`src/rtl/tick_timer.sv`:
```
// Programmable one-shot/periodic tick timer with internal prescaler and a
// free-running seed counter, all in the single clk_50M domain.
module tick_timer #(
  parameter int WIDTH    = 12,
  parameter int TICK_DIV = 25000
) (
  input  logic             clk_50M,
  input  logic             i_Reset,
  input  logic             i_Clear,
  input  logic             i_Stop,
  input  logic             i_Start,
  input  logic             i_Mode,
  input  logic [WIDTH-1:0] i_Limit,
  input  logic             i_SeedEn,
  output logic [WIDTH-1:0] o_Count,
  output logic [WIDTH-1:0] o_Seed,
  output logic             o_Busy,
  output logic             o_Done,
  output logic             o_Expired
);

  localparam int            PW         = $clog2(TICK_DIV);
  localparam logic [PW-1:0] PRESC_LAST = PW'(TICK_DIV - 1);

  typedef enum logic [1:0] {
    ST_IDLE,
    ST_RUN,
    ST_EXPIRED
  } state_e;

  state_e           state_q,   state_d;
  logic [PW-1:0]    presc_q,   presc_d;
  logic [WIDTH-1:0] count_q,   count_d;
  logic [WIDTH-1:0] limit_q,   limit_d;
  logic             mode_q,    mode_d;
  logic             done_q,    done_d;
  logic             expired_q, expired_d;
  logic [WIDTH-1:0] seed_q,    seed_d;

  logic             tick;
  logic [WIDTH-1:0] last_count;

  // Count value on which the next tick is terminal; only meaningful when the
  // latched limit is non-zero.
  assign last_count = limit_q - WIDTH'(1);

  // NOTE: every signal written here gets a default first, so no path can
  // leave it unassigned and infer a latch.
  always_comb begin
    state_d   = state_q;
    presc_d   = presc_q;
    count_d   = count_q;
    limit_d   = limit_q;
    mode_d    = mode_q;
    done_d    = 1'b0;
    expired_d = expired_q;
    tick      = 1'b0;

    // The seed counter ignores every timer control; only reset touches it.
    seed_d = seed_q + WIDTH'(i_SeedEn);

    if (i_Clear) begin
      state_d   = ST_IDLE;
      presc_d   = '0;
      count_d   = '0;
      expired_d = 1'b0;
    end else if (i_Stop) begin
      if (state_q == ST_RUN) begin
        state_d = ST_IDLE;
      end
    end else if (i_Start) begin
      state_d   = ST_RUN;
      limit_d   = i_Limit;
      mode_d    = i_Mode;
      presc_d   = '0;
      count_d   = '0;
      expired_d = 1'b0;
    end else if (state_q == ST_RUN) begin
      if (limit_q == '0) begin
        // A zero limit expires on the first edge in either mode.
        state_d   = ST_EXPIRED;
        count_d   = '0;
        done_d    = 1'b1;
        expired_d = 1'b1;
      end else begin
        if (presc_q == PRESC_LAST) begin
          presc_d = '0;
          tick    = 1'b1;
        end else begin
          presc_d = presc_q + PW'(1);
        end

        if (tick) begin
          if (count_q == last_count) begin
            done_d = 1'b1;
            if (mode_q) begin
              count_d = '0;
            end else begin
              count_d   = limit_q;
              state_d   = ST_EXPIRED;
              expired_d = 1'b1;
            end
          end else begin
            count_d = count_q + WIDTH'(1);
          end
        end
      end
    end
  end

  // NOTE: state registers use non-blocking assignments only, so every flop
  // samples the pre-edge value of every other flop.
  always_ff @(posedge clk_50M) begin
    if (i_Reset) begin
      state_q   <= ST_IDLE;
      presc_q   <= '0;
      count_q   <= '0;
      limit_q   <= '0;
      mode_q    <= 1'b0;
      done_q    <= 1'b0;
      expired_q <= 1'b0;
      seed_q    <= '0;
    end else begin
      state_q   <= state_d;
      presc_q   <= presc_d;
      count_q   <= count_d;
      limit_q   <= limit_d;
      mode_q    <= mode_d;
      done_q    <= done_d;
      expired_q <= expired_d;
      seed_q    <= seed_d;
    end
  end

  assign o_Count   = count_q;
  assign o_Seed    = seed_q;
  assign o_Busy    = (state_q == ST_RUN);
  assign o_Done    = done_q;
  assign o_Expired = expired_q;

endmodule

```
`config.mk`:
```
export PLATFORM = sky130hd
export DESIGN_NAME = tick_timer
export DESIGN_NICKNAME = d
export VERILOG_FILES = /design/src/rtl/tick_timer.sv
export SDC_FILE = /design/constraint.sdc
export NUM_CORES = 1
export LEC_CHECK = 0
export CAP_MARGIN = 30
export CORE_ASPECT_RATIO = 0.75
export CORE_MARGIN = 2
export CORE_UTILIZATION = 45
export DETAILED_ROUTE_END_ITERATION = 10
export PLACE_DENSITY = 0.68
export SETUP_SLACK_MARGIN = 0.5
export SLEW_MARGIN = 30
export SYNTH_ARGS = -nofsm -noshare
export SYNTH_HDL_FRONTEND = slang
export SYNTH_SLANG_ARGS = --single-unit
export TNS_END_PERCENT = 50
```
`constraint.sdc`:
```
create_clock -name clk_50M -period 4.85 [get_ports clk_50M]
set_input_delay 0.97 -clock clk_50M [delete_from_list [all_inputs] [get_ports clk_50M]]
set_output_delay 0.97 -clock clk_50M [all_outputs]
set_load 0.03 [all_outputs]
```
== Yosys cells after proc, flatten, opt, wreduce, memory -nomap -nowiden ==
Cells that the tools add are included.
Cells by class
  bitwise gates (word level): 3
  add/sub/neg operators: 4
  eq/ne operators: 7
  muxes and demuxes: 33
  reduce and logical (&&, ||, !) cells: 13
Operator list (count)
  12-bit 2-to-1 mux: 6
  15-bit 2-to-1 mux: 4
  2-bit 2-to-1 mux: 8
  15-bit by 1-bit adder with 15-bit output, second input constant: 1
  15-bit == test, second input constant: 1
  1-bit 2-to-1 mux: 15
  12-bit by 1-bit adder with 12-bit output: 1
  12-bit by 1-bit adder with 12-bit output, second input constant: 1
  12-bit == test: 1
  12-bit logical NOT: 1
  12-bit by 1-bit subtractor with 12-bit output, second input constant: 1
  5-bit AND reduction: 2
  3-bit AND reduction: 3
  4-bit nonzero test: 2
  3-bit nonzero test: 2
  5-bit OR reduction: 1
  4-bit by 3-bit != test with 1-bit output, second input constant: 1
  3-bit by 2-bit != test with 1-bit output, second input constant: 1
  1-bit inverter: 3
  2-bit by 1-bit == test with 1-bit output, second input constant: 1
  2-bit by 1-bit != test with 1-bit output, second input constant: 1
  2-bit != test, second input constant: 1
  2-bit nonzero test: 1
  2-bit OR reduction: 1
Word-level totals
  register bits: 56
  logic and storage cells: 68
  output and inout bits: 27

== Logic depth before layout (Yosys ltp) ==
  depth in word-level cells: 12
  gate-level depth with buffers: 11
  depth with buffers taken out: 9

== Worst setup path before layout ==
Ideal clock, no wire load.
  path type: register -> register
  from: reg limit_q[0]
  to: reg count_q[4], in the netlist o_Count[4]
  stages on the path, launching flop included: 11
  period minus slack after synthesis: 2.673 ns
  path slack: 2.177 ns
  buffers on the path: 1
  data required time: 4.730 ns
  arrival: 2.553 ns
  cells stage by stage: dfxtp_1 > inv_1 > ha_1 > or3b_4 > or4_4 > xnor2_1 > nand4_1 > o31a_1 > buf_6 > and3_1 > a211o_1
Between the ends
  word-level cells in the longest chain between the ends: 7
  elaborated cells between the ends (all ways): 10
  those cells by class: 1 x add/sub; 1 x eq/ne; 5 x mux; 3 x reduce/logical
Ends and longest elaborated chain
  start, declared: line 34  | logic [WIDTH-1:0] limit_q, limit_d;
  start signal, assigned: line 127  | limit_q <= limit_d;
  12-bit by 1-bit subtractor with 12-bit output: line 45  | assign last_count = limit_q - WIDTH'(1);
  12-bit == test: line 94  | if (count_q == last_count) begin
  12-bit 2-to-1 mux: line 94
  12-bit 2-to-1 mux: line 93  | if (tick) begin
  12-bit 2-to-1 mux: line 79  | if (limit_q == '0) begin
  12-bit 2-to-1 mux: line 78  | end else if (state_q == ST_RUN) begin
  12-bit 2-to-1 mux: line 71  | end else if (i_Start) begin
  end signal, assigned: line 126  | count_q <= count_d;
  end, declared: line 33  | logic [WIDTH-1:0] count_q, count_d;
Several ways; a longest one is shown, not always the timed one. The select of a mux whose other input is x is not followed.
A chain may end at the register's enable or synchronous reset.

== Worst setup path in the final report ==
  from: reg limit_q[0]
  to: reg count_q[7], in the netlist o_Count[7]
Same word-level chain as after synthesis.

==> flow_metrics.tcl <==
set metrics [dict create \
    synth-edff-count 0 \
    irDropWorstVdd_mv 0.108 \
    synthSimpleGateAreaFrac_pct 28.7 \
    synth_fa_ha_area_share_pct 2.06 \
    mostFrequentLayoutCell "dfxtp_1" \
    syn_to_final_growth_pct 18.6 \
    comb_power_share_pct 12.2 \
    synth_warnings 0 \
    wl_per_cell_um 14.9 \
    hold_viol_final 0 \
    cts_inserted_buffers 5 \
    fin_skew_ns 0.00754 \
    grt_pass1_vias 2520 \
    rr_worst_depth 9 \
    dp.final_hpwl_um 5590 \
    finalWirelength_um 7450 \
    gp_congestion 0.860 \
    synth_cell_types 50 \
    rr_endpoint "o_Count[7]" \
    status "complete, no violations" \
    ys_seq_area_share_pct 36.8 \
    p_per_area_nw_per_um2 230 \
    synth_compound_area_share_pct 17.5 \
    die_h_um 75.2 \
    n_antenna_cell 0 \
    htreeDepth 2 \
    via_per_inst 5.66 \
    leakage_nw 1.33 \
    setup_violations 0 \
    placed_area_um2 3520 \
    syn_inst 384 \
    pin_count 46 \
    synth_area_um2 3040 \
    coreArea_um2 6410 \
    tightest_slew_ns 0.901 \
    cp-end-kind "flop" \
    total_power_uw 831 \
    dieArea_um2 7440 \
    path_clk_slew_ns 0.10 \
    post-route-period-util_pct 69.0 \
    r2r_slack_ns 1.51 \
    grt_pass1_wl_um 12700 \
    fmax_ghz 0.299 \
    track_usage_pct 21.1 \
    rows 25 \
    ant_nets 0 \
    stdcell_area_um2 3610 \
    cp.required_ns 5.10 \
    synthXorXnorAreaFrac_pct 10.4 \
    setup_tns_ns 0 \
    final_util_pct 56.3 \
    dpl.cell_count 492 \
    critPathKind "flop to flop" \
    cts_setup_buffers 0 \
    cts_resized 0 \
    intPower_uw 616 \
    async_flop_share_pct 0 \
    setup_slack_ns 1.51 \
    nets 442 \
    die_x_um 99.0 \
    switching_share_pct 25.9 \
    synth_top_family_by_area "simple AND/OR/NAND/NOR gates" \
    hold_path_class "flop to flop" \
    p_clk_share_pct 30.7 \
    startpoint_type "flop" \
    cp-endpoint "o_Count[7]" \
    drive_above_1_share_pct 3.58 \
    r2r-start "limit_q[0]" \
    drc_errors 0 \
    drv_cap 0 \
    arrival_ns 3.60 \
    drtIter0Drc 165 \
    clock_sinks 56 \
    firstDrtPassIters 5 \
    hold_ws_ns 0.485 \
    max-slew-margin-rel_pct 39.9 \
    gr-total-overflow 0 \
    final_cell_mix "56 x dfxtp_1, 48 x nand2_1, 45 x clkdlybuf4s50_1" \
    synth_flop_cell "dfxtp_1" \
    p_seq_share_pct 57.1 \
    switchingPower_uw 215 \
    root_buffer "clkbuf_8" \
    cts_tree "built" \
    syn_area_per_cell_um2 7.92 \
    ys_ff_latch 56 \
    dpl_worst_slack_ns 1.58 \
    slew_violations 0 \
    insertion_delay_ns 0.31 \
    critPathLaunch "limit_q[0]" \
    grt_start_max_net_pins 28 \
    cts_hold_buffers 0 \
    antenna_found_initial 0 \
    crit_fanout 12 \
    initial_utilization_pct 47.5 \
    period_minus_slack_ns 3.34 \
    portBuffers 45 \
    rsz0062_at_grt "false" \
    syn_nets 408 \
    instances_no_fill 500 \
    clockBufferDepth 2 \
    num_vias 2832 \
    synth.mux.area_fraction_pct 0.329 \
]
==> synthesized netlist by cell type, drive strengths merged (7+ instances only) <==
cell / count / area (um^2)
dfxtp: 56 / 1120
nand2: 48 / 180
nor2: 42 / 158
a21oi: 28 / 140
xnor2: 21 / 184
and3: 17 / 106
nand3: 16 / 80.1
clkbuf: 15 / 56.3
xor2: 15 / 131
nor3: 12 / 65.1
o21ai: 12 / 60.1
inv: 11 / 41.3
o31ai: 7 / 52.6
==> sequential cells by signal, summed over array words and instances, names as in the netlist <==
register	count
o_Done	1
o_Expired	1
presc_q	15
o_Seed	12
mode_q	1
state_q	2
o_Count	12
limit_q	12
==> cell families (layout without fill, tap and decap cells) <==
group / after synthesis / count (layout)
and+or+nand+nor: 175 / 175
xor gates and xnor gates: 36 / 36
DFF: 56 / 56
adders and majority gates: 5 / 5
AOI/OAI and AO/OA: 80 / 80
buffers and inverters: 31 / 66
muxes: 1 / 1
==> power by group through the flow <==
stage | Sequential (mW) | Combinational [mW] | Clock [mW]
3_3_place_gp | 0.485 | 0.0992 | 0
4_1_cts | 0.474 | 0.101 | 0.264
3_5_place_dp | 0.485 | 0.101 | 0
2_1_floorplan | 0.485 | 0.0654 | 0
6_report | 0.474 | 0.101 | 0.255
5_1_grt | 0.476 | 0.112 | 0.279
==> cell type report <==
type / count / area (um^2)
clock buffers: 7 / 76.3
clock inverters: 1 / 8.76
fillers: 611 / 2800
inverters: 11 / 41.3
multi-input cells: 297 / 1790
flip-flops and latches: 56 / 1120
well taps: 81 / 101
repair buffers: 47 / 465
==> critical path, cell delays in order (launching register included) <==
cell and delay (ns):
dfxtp_1 0.37, inv_1 0.09, ha_1 0.21, or3b_4 0.43
or4_4 0.50, xnor2_1 0.16, nand4_1 0.41, nor3_2 0.48
and2_1 0.42, a221o_1 0.23
==> worst min-delay path by stage <==
| stage | start | endpoint | slack (ns) | cells past startpoint |
|---|---|---|---|---|
| finish | limit_q[1] | limit_q[1] | 0.49 | 2 |
| global route | limit_q[1] | limit_q[1] | 0.51 | 2 |
| CTS | limit_q[1] | limit_q[1] | 0.49 | 2 |
| detailed placement | limit_q[1] | limit_q[1] | 0.48 | 2 |
| global placement | limit_q[1] | limit_q[1] | 0.48 | 2 |
| floorplan | state_q[1] | state_q[1] | 0.45 | 2 |
==> routing by layer <==
metal  wire length, um  GRT usage, %
met1              3870          30.9
met2              3100          31.8
met3               426          4.46
met4                57          5.33
met5                 0             0
Note: power is estimated with default switching activity, not from simulation.
